### config.mk
export PLATFORM = sky130hd
export DESIGN_NAME = gpio_in_filter
export DESIGN_NICKNAME = d
export VERILOG_FILES = /design/src/rtl/gpio_in_filter.sv
export SDC_FILE = /design/constraint.sdc
export NUM_CORES = 1
export LEC_CHECK = 0
export CORE_UTILIZATION = 33
export DETAILED_ROUTE_END_ITERATION = 6
export GPL_ROUTABILITY_DRIVEN = 0
export MAX_ROUTING_LAYER = met4
export SLEW_MARGIN = 15
export SYNTH_ARGS = -nofsm -noshare
export SYNTH_HDL_FRONTEND = slang
export SYNTH_SLANG_ARGS = --single-unit
### constraint.sdc
create_clock -name mclk -period 7.89 [get_ports mclk]
set_clock_uncertainty 0.15 [all_clocks]
set_input_delay 2.367 -clock mclk [delete_from_list [all_inputs] [get_ports mclk]]
set_output_delay 2.367 -clock mclk [all_outputs]
set_load 0.005 [all_outputs]
### src/rtl/gpio_in_filter.sv
// Purpose : synchronise raw GPIO pads to mclk and optionally debounce each pin.
// Latency : bypass 3 cycles (2 sync + output flop); filtered 2 + (thr+1)*(psc+1) cycles worst case.
// Backpres: none, outputs are level signals valid every cycle.
//
// Optional feature macro: GPIO_FILT_CHANGE_EN. When it is defined, the per-pin change pulse
// output is built. When it is undefined, filt_change is tied to zero and no change-detect flops exist.

module gpio_in_filter #(
    parameter int WD    = 32,
    parameter int CNT_W = 4,
    parameter int PSC_W = 8
) (
    input  logic             mclk,
    input  logic             h_reset,
    input  logic [WD-1:0]    pad_gpio_raw,
    input  logic [WD-1:0]    cfg_filt_en,
    input  logic [PSC_W-1:0] cfg_filt_psc,
    input  logic [CNT_W-1:0] cfg_filt_thr,
    output logic [WD-1:0]    pad_gpio_in,
    output logic [WD-1:0]    filt_change
);

    // Synchroniser and prescaler state
    logic [WD-1:0]             r_sync1;
    logic [WD-1:0]             r_sync2;
    logic [PSC_W-1:0]          r_psc_cnt;

    // Per-pin filter state
    logic [WD-1:0]             r_filt_q;
    logic [WD-1:0][CNT_W-1:0]  r_cnt;

    // Next-state wires
    logic                      w_tick;
    logic [WD-1:0]             w_filt_q_nxt;
    logic [WD-1:0][CNT_W-1:0]  w_cnt_nxt;

    // Two-flop synchroniser; every pin is synchronised regardless of its enable.
    always_ff @(posedge mclk) begin
        if (h_reset) begin
            r_sync1 <= '0;
            r_sync2 <= '0;
        end else begin
            r_sync1 <= pad_gpio_raw;
            r_sync2 <= r_sync1;
        end
    end

    // Shared tick: '>=' so that lowering the period mid-count ticks at once instead of wrapping.
    always_comb begin
        w_tick = (r_psc_cnt >= cfg_filt_psc);
    end

    // Free-running prescaler, restarted on every tick.
    always_ff @(posedge mclk) begin
        if (h_reset) begin
            r_psc_cnt <= '0;
        end else if (w_tick) begin
            r_psc_cnt <= '0;
        end else begin
            r_psc_cnt <= r_psc_cnt + PSC_W'(1);
        end
    end

    // Per-pin debounce: a match clears the counter (and beats a coincident tick); a mismatch
    // advances the counter one step per tick and flips the output once it reaches the threshold.
    // The '>=' compare makes a threshold lowered below the current count flip on the next tick.
    always_comb begin
        w_filt_q_nxt = r_filt_q;
        w_cnt_nxt    = '0;
        for (int i = 0; i < WD; i++) begin
            if (!cfg_filt_en[i]) begin
                w_filt_q_nxt[i] = r_sync2[i];
            end else if (r_sync2[i] != r_filt_q[i]) begin
                if (w_tick) begin
                    if (r_cnt[i] >= cfg_filt_thr) begin
                        w_filt_q_nxt[i] = r_sync2[i];
                    end else begin
                        w_cnt_nxt[i] = r_cnt[i] + CNT_W'(1);
                    end
                end else begin
                    w_cnt_nxt[i] = r_cnt[i];
                end
            end
        end
    end

    // Filter output and counter registers.
    always_ff @(posedge mclk) begin
        if (h_reset) begin
            r_filt_q <= '0;
            r_cnt    <= '0;
        end else begin
            r_filt_q <= w_filt_q_nxt;
            r_cnt    <= w_cnt_nxt;
        end
    end

    assign pad_gpio_in = r_filt_q;

`ifdef GPIO_FILT_CHANGE_EN
    logic [WD-1:0] r_filt_q_d;
    logic [WD-1:0] r_filt_chg;

    // Change pulse: registered XOR of the output against its delayed copy, so the pulse
    // lands the cycle after pad_gpio_in moves and lasts exactly one cycle.
    always_ff @(posedge mclk) begin
        if (h_reset) begin
            r_filt_q_d <= '0;
            r_filt_chg <= '0;
        end else begin
            r_filt_q_d <= r_filt_q;
            r_filt_chg <= r_filt_q ^ r_filt_q_d;
        end
    end

    assign filt_change = r_filt_chg;
`else
    assign filt_change = '0;
`endif

endmodule
==> results of run 1 <==
## logic make-up after synthesis
group | share of synthesized area (%)
simple gates | 21.7
compound gates | 19.3
flops | 34.6
fa+ha+maj | 15.8
buf+inv | 6.12
xor+xnor | 2.48
other cells | 0.0280
## cells in the mapped netlist (2+ instances only)
cell type,number,area (sq um)
o2bb2ai_1,28,245
buf_2,23,115
buf_4,41,308
dfxtp_1,232,4640
nand2b_1,32,200
o211ai_1,35,263
inv_1,77,289
o21a_1,28,210
a31o_1,3,26.3
buf_6,2,22.5
or3b_2,4,35.0
o21ai_0,64,320
nor2b_1,65,407
nor3b_1,33,248
nand3_1,155,776
o32a_1,32,320
nor2_1,33,124
ha_1,169,2110
nand4_1,32,200
and3_1,35,219
a32o_1,36,360
xnor2_1,2,17.5
clkbuf_1,22,82.6
o21ai_1,3,15.0
a21oi_1,153,766
nor3_1,42,210
nand2_1,126,473
xor2_1,36,315
a21o_1,2,15.0
## final timing paths
path / end
max reg2reg: r_cnt[98]
max: r_cnt[98]
min reg2reg: r_sync2[5]
min: r_sync2[5]
## per-stage QoR
stage                     setup WS, ns  utilization [%]  hold slack [ns]  area, sq um
after global routing              3.05             39.5            0.295        15800
after floorplan                   3.45                -            0.264        13500
after CTS                         3.23             39.5            0.284        15800
after global placement            2.70             37.1            0.267        14800
after detailed placement          2.64             37.1            0.271        14800
final                             3.23             39.5            0.281        15800
## where the power goes
group / total (mW) / switching [mW] / internal (mW)
Clock: 1.31 / 0.511 / 0.799
Combinational: 0.228 / 0.126 / 0.102
Sequential: 1.21 / 0.0175 / 1.20
Total: 2.75 / 0.654 / 2.10
## worst max-delay path: cells and delay by family
family	cells	cell delay, ns
compound gates	4	1.29
fa+ha+maj	1	0.26
buf+inv	4	0.97
## state kept, by name, summed over array words and instances (netlist names)
register     flops
r_cnt          128
pad_gpio_in     32
r_sync1         32
r_sync2         32
r_psc_cnt        8
## layout make-up
cell class | count | area share, %
clock buffers | 41 | 5.33
inverters | 77 | 1.85
flip-flops and latches | 232 | 29.5
well taps | 525 | 4.17
clock inverters | 11 | 0.683
repair buffers | 115 | 7.32
multi-input cells | 1186 | 51.2
## cells in the final DEF (no fill, tap or decap), types with 3 or more instances in the layout
cell,count
and3_1,35
nor2b_1,65
inv_2,3
clkbuf_8,7
nand4_1,32
nand3_1,155
clkbuf_16,29
a32o_1,36
or3b_2,4
buf_4,5
conb_1,32
clkinv_2,8
clkbuf_1,5
o21ai_0,64
o21ai_1,3
inv_1,73
clkdlybuf4s50_1,107
nor3_1,42
nand2_1,126
nand2b_1,32
o21a_1,28
dfxtp_1,232
o2bb2ai_1,28
ha_1,169
o32a_1,32
nor3b_1,33
a31o_1,3
nor2_1,33
xor2_1,36
o211ai_1,35
a21oi_1,153
## metal layers
layer | track usage (%) | vias up
met5 | - | -
met4 | 3.95 | 0
met3 | 2.43 | 45
met2 | 26.5 | 195
met1 | 19.4 | 5347
li1 | - | 5829
==> metrics, run 1 <==
Root Buffer clkbuf_16; Top Layer Used met4; I/O pins roughly 140; via count 11400; drt wl/cell around 14 um; Avg Inst Size Synth 8.63 sq um; Die X about 200 um; P_leak between 6 and 7 nW; type of the worst setup path in -> reg; Hold Violations, Final 0; first-pass GRT wire length 53300 um; worst hold stages 1; Die ar. 0.0414 sq mm; Critical Path End Type flip-flop; initial cell density of the core 33.6%; gr ovfl total 0; number of synthesized register bits 232; total power 2.75 mW; fmax between 0.2 and 0.25 GHz; Max Slew Vio Count 0; Worst Path Arrival 4.95 ns; VDD IR-drop max ~0.12 mV; P&R area growth vs syn 17.6%; Largest stage delay, worst path between 0.5 and 0.6 ns; drt total wl 31300 um; number of remaining DRC errors 0; Hold/Removal Path Class reg -> reg; Top cell by count, worst path inv_1; ant diodes 0; Syn Inst Count 1553; cells on worst reg2reg path 8; Vias/cell roughly 5.2; Least-Margin Pin Slew around 0.94 ns; Synth Cell Area between 0.01 and 0.015 sq mm; initial antenna violation count 0; share of cells above drive strength 1 under 10%; DRT met1 WL 15000 um; relative slew slack between 30% and 40%; clock latency on the worst-skew pair 0.55 ns; pin count of the biggest net entering global routing 128; CTS resizes 0; Seq. cell area 0.00464 sq mm; Chip Height 204 um; EDFF count, synth 0; Met2 Wirelength 14500 um; Critical path origin cfg_filt_psc[1]; 1st-iter DRT viols 584; Clock Path Buffers 3; IO buf count 109; unrepaired setup endpoints after global routing false; post-synth cell types 37; H-tree depth 1; crit path time final 4.66 ns; worst-path fanout max 100; max capacitance violation total 0; status finished, final reports clean; WP data required 8.17 ns; Synth Warn # 0; min-delay src r_sync1[5]; setup TNS 0 ns; CTS tree yes; critical path, cell by cell clkdlybuf4s50_1, inv_1, ha_1, inv_1, o21ai_1, a31o_4, buf_12, o21ai_0, a32o_1; post-CTS setup buffers 0; CTS Buf Count 28; worst r2r src r_psc_cnt[0]; clock sinks 232; Core Footprint 0.0399 sq mm; drt pass-1 iters 5; Synth Flop Type dfxtp_1; clock slew at reported path FFs 0.06 ns; Final #Nets ~1900; HPWL Detailed 20800 um; placed instance count 2135; Total GRT Usage between 10% and 20%; DR WL met3 1110 um; hold_buf cts 0; crit share post-route 59.1%; fin cells 2187; Power Density around 170 mW/mm^2; Fillers 3946; final setup fails 0; DRT antenna net count 0; area of the multi-input gates 0.00807 sq mm; Post-synth ARST share 0%; CP startpoint kind primary input; cell at the slowest stage of the critical path a31o_4; Seq/Total Area, Yosys 34.6%; FP Rows 73; vias in the first global route 11300; reg2reg setup slack 5.05 ns
Note: power is estimated with default switching activity, not from simulation.
==> inputs of run 2 (changes only) <==
clock period = 3.8 ns   (was 7.89 ns; I/O delays follow)
==> run 2 against run 1 <==
Critical path depth unchanged. Die area unchanged. Wire length up 0.23%. Critical path type unchanged. Largest power group unchanged.
==> metrics, run 2 (synthesis gave the netlist of run 1 again) <==
status finished, final reports clean; via count 11400 (-0.16%); pin count of the biggest net entering global routing 67 (-48%); CP startpoint kind primary input; Die ar. 0.0414 sq mm (unchanged); Largest stage delay, worst path 0.45 ns (-0.09 ns); worst hold stages 1 (unchanged); post-placement setup slack 0.211 ns (-2.43 ns); min-delay src r_sync1[20]; ant diodes 0 (unchanged); type of the worst setup path in -> reg; Max Slew Vio Count 0 (unchanged); H-tree depth 1 (unchanged); setup TNS 0 ns (unchanged); commonest non-fill, non-tap cell in the layout dfxtp_1; hold_buf cts 0 (unchanged); first-pass GRT wire length 53000 um (-0.53%); Most flops, register r_cnt; crit share post-route between 70% and 80%; Hold Violations, Final 0 (unchanged); number of remaining DRC errors 0 (unchanged); share of cells above drive strength 1 4.54% (+0.51 points); clock slew at reported path FFs 0.06 ns (about the same); Vias/cell 5.18 (-0.75%); clock sinks 232 (unchanged); Hold/Removal Path Class reg -> reg; Root Buffer clkbuf_16; Chip Height 204 um (unchanged); Bufs and invs on worst path 3 (-1); Least-Margin Pin Slew 0.807 ns (-0.136 ns); P&R area growth vs syn 18.7%; critical path, cell by cell clkdlybuf4s50_1, inv_1, ha_1, nor4_1, o21ai_1, a31oi_4, buf_4, nor2_1, a32o_1; worst-path fanout max 29 (-71%); clock latency on the worst-skew pair 0.55 ns (about the same); cell at the slowest stage of the critical path clkdlybuf4s50_1; drt total wl 31400 um (+0.23%); drt pass-1 iters 5 (unchanged); max capacitance violation total 0 (unchanged); VDD IR-drop max 0.295 mV (+140%); crit path time final roughly 3 ns; Critical path origin cfg_filt_psc[4]; 1st-iter DRT viols 427 (-27%); Critical Path End Type flip-flop; initial cell density of the core 33.6% (unchanged); Worst Path Arrival 3.30 ns (-1.65 ns); CP top delay family buffers and inverters; vias in the first global route 11000 (-2.5%); post-CTS setup buffers 0 (unchanged); drt wl/cell 14.3 um (-0.36%); Die X 204 um (unchanged); FP Rows 73 (unchanged); DRT antenna net count 0 (unchanged); fmax 0.332 GHz; FF-to-FF End r_cnt[65]; gr ovfl total 0 (unchanged); I/O pins 142 (unchanged); Clock Path Buffers 3 (unchanged); total power 5.62 mW (+100%); initial antenna violation count 0 (unchanged); CTS resizes 0 (unchanged); WHS Endpoint r_sync2[20]; P_leak 6.08 nW (+1.1%); Final #Nets 1902 (+0.79%); reg2reg setup slack 1.46 ns (-3.59 ns); commonest non-fill, non-tap cells in the layout dfxtp_1 (232), ha_1 (169), nand3_1 (155); HPWL Detailed 21600 um (+3.8%); WP data required 4.09 ns (-4.08 ns); CTS Buf Count 29 (+3.6%); relative slew slack 46.2% (+9.2 points); IO buf count 109 (unchanged); Total GRT Usage 15.7% (+0.034 points); Power Density 353 mW/mm^2 (+100%); Core Footprint 0.0399 sq mm (unchanged); unrepaired setup endpoints after global routing false; cells on worst reg2reg path 8 (unchanged); Largest register FFs 128 (unchanged); CTS tree yes; worst r2r src r_psc_cnt[0]; final setup fails 0 (unchanged); Worst Setup Slack, final 0.792 ns (-2.43 ns)
## run 2: worst max-delay path by stage
stage | endpoint | slack, ns | cells after the start
floorplan | r_cnt[65] | 0.58 | 6
global placement | r_cnt[94] | 0.25 | 9
detailed placement | r_cnt[94] | 0.21 | 9
CTS | r_cnt[94] | 0.80 | 9
global route | r_cnt[110] | 0.64 | 9
finish | r_cnt[98] | 0.79 | 9
## run 2: per-layer routing
layer | track usage (%) | wire [um]
met4 | 4.14 | 741
met5 | - | 0
met1 | 19.7 | 15000
met2 | 26.2 | 14400
met3 | 2.44 | 1290
## run 2: power by group
part	total [mW]	internal, mW	switching (mW)
registers	2.52	2.48	0.0354
clock network	2.61	1.57	1.05
logic	0.492	0.227	0.265
total	5.62	4.28	1.35
## run 2: cell type report
| cell class | instances | area [sq um] |
|---|---|---|
| inverter | 77 | 292 |
| clock inverter | 4 | 22.5 |
| sequential | 232 | 4640 |
| timing repair buffer | 129 | 1350 |
| fill | 3953 | 24000 |
| clock buffer | 47 | 883 |
| tap | 525 | 657 |
| multi-input combinational | 1186 | 8070 |
## run 2: metrics by stage
step	utilization [%]	area, sq um	cells	hold WS, ns
after floorplan	-	13500	1584	0.264
after global placement	37.6	15000	2149	0.267
after detailed placement	37.6	15000	2149	0.272
after CTS	39.9	15900	2200	0.285
after global routing	39.9	15900	2200	0.295
final	39.9	15900	2200	0.280
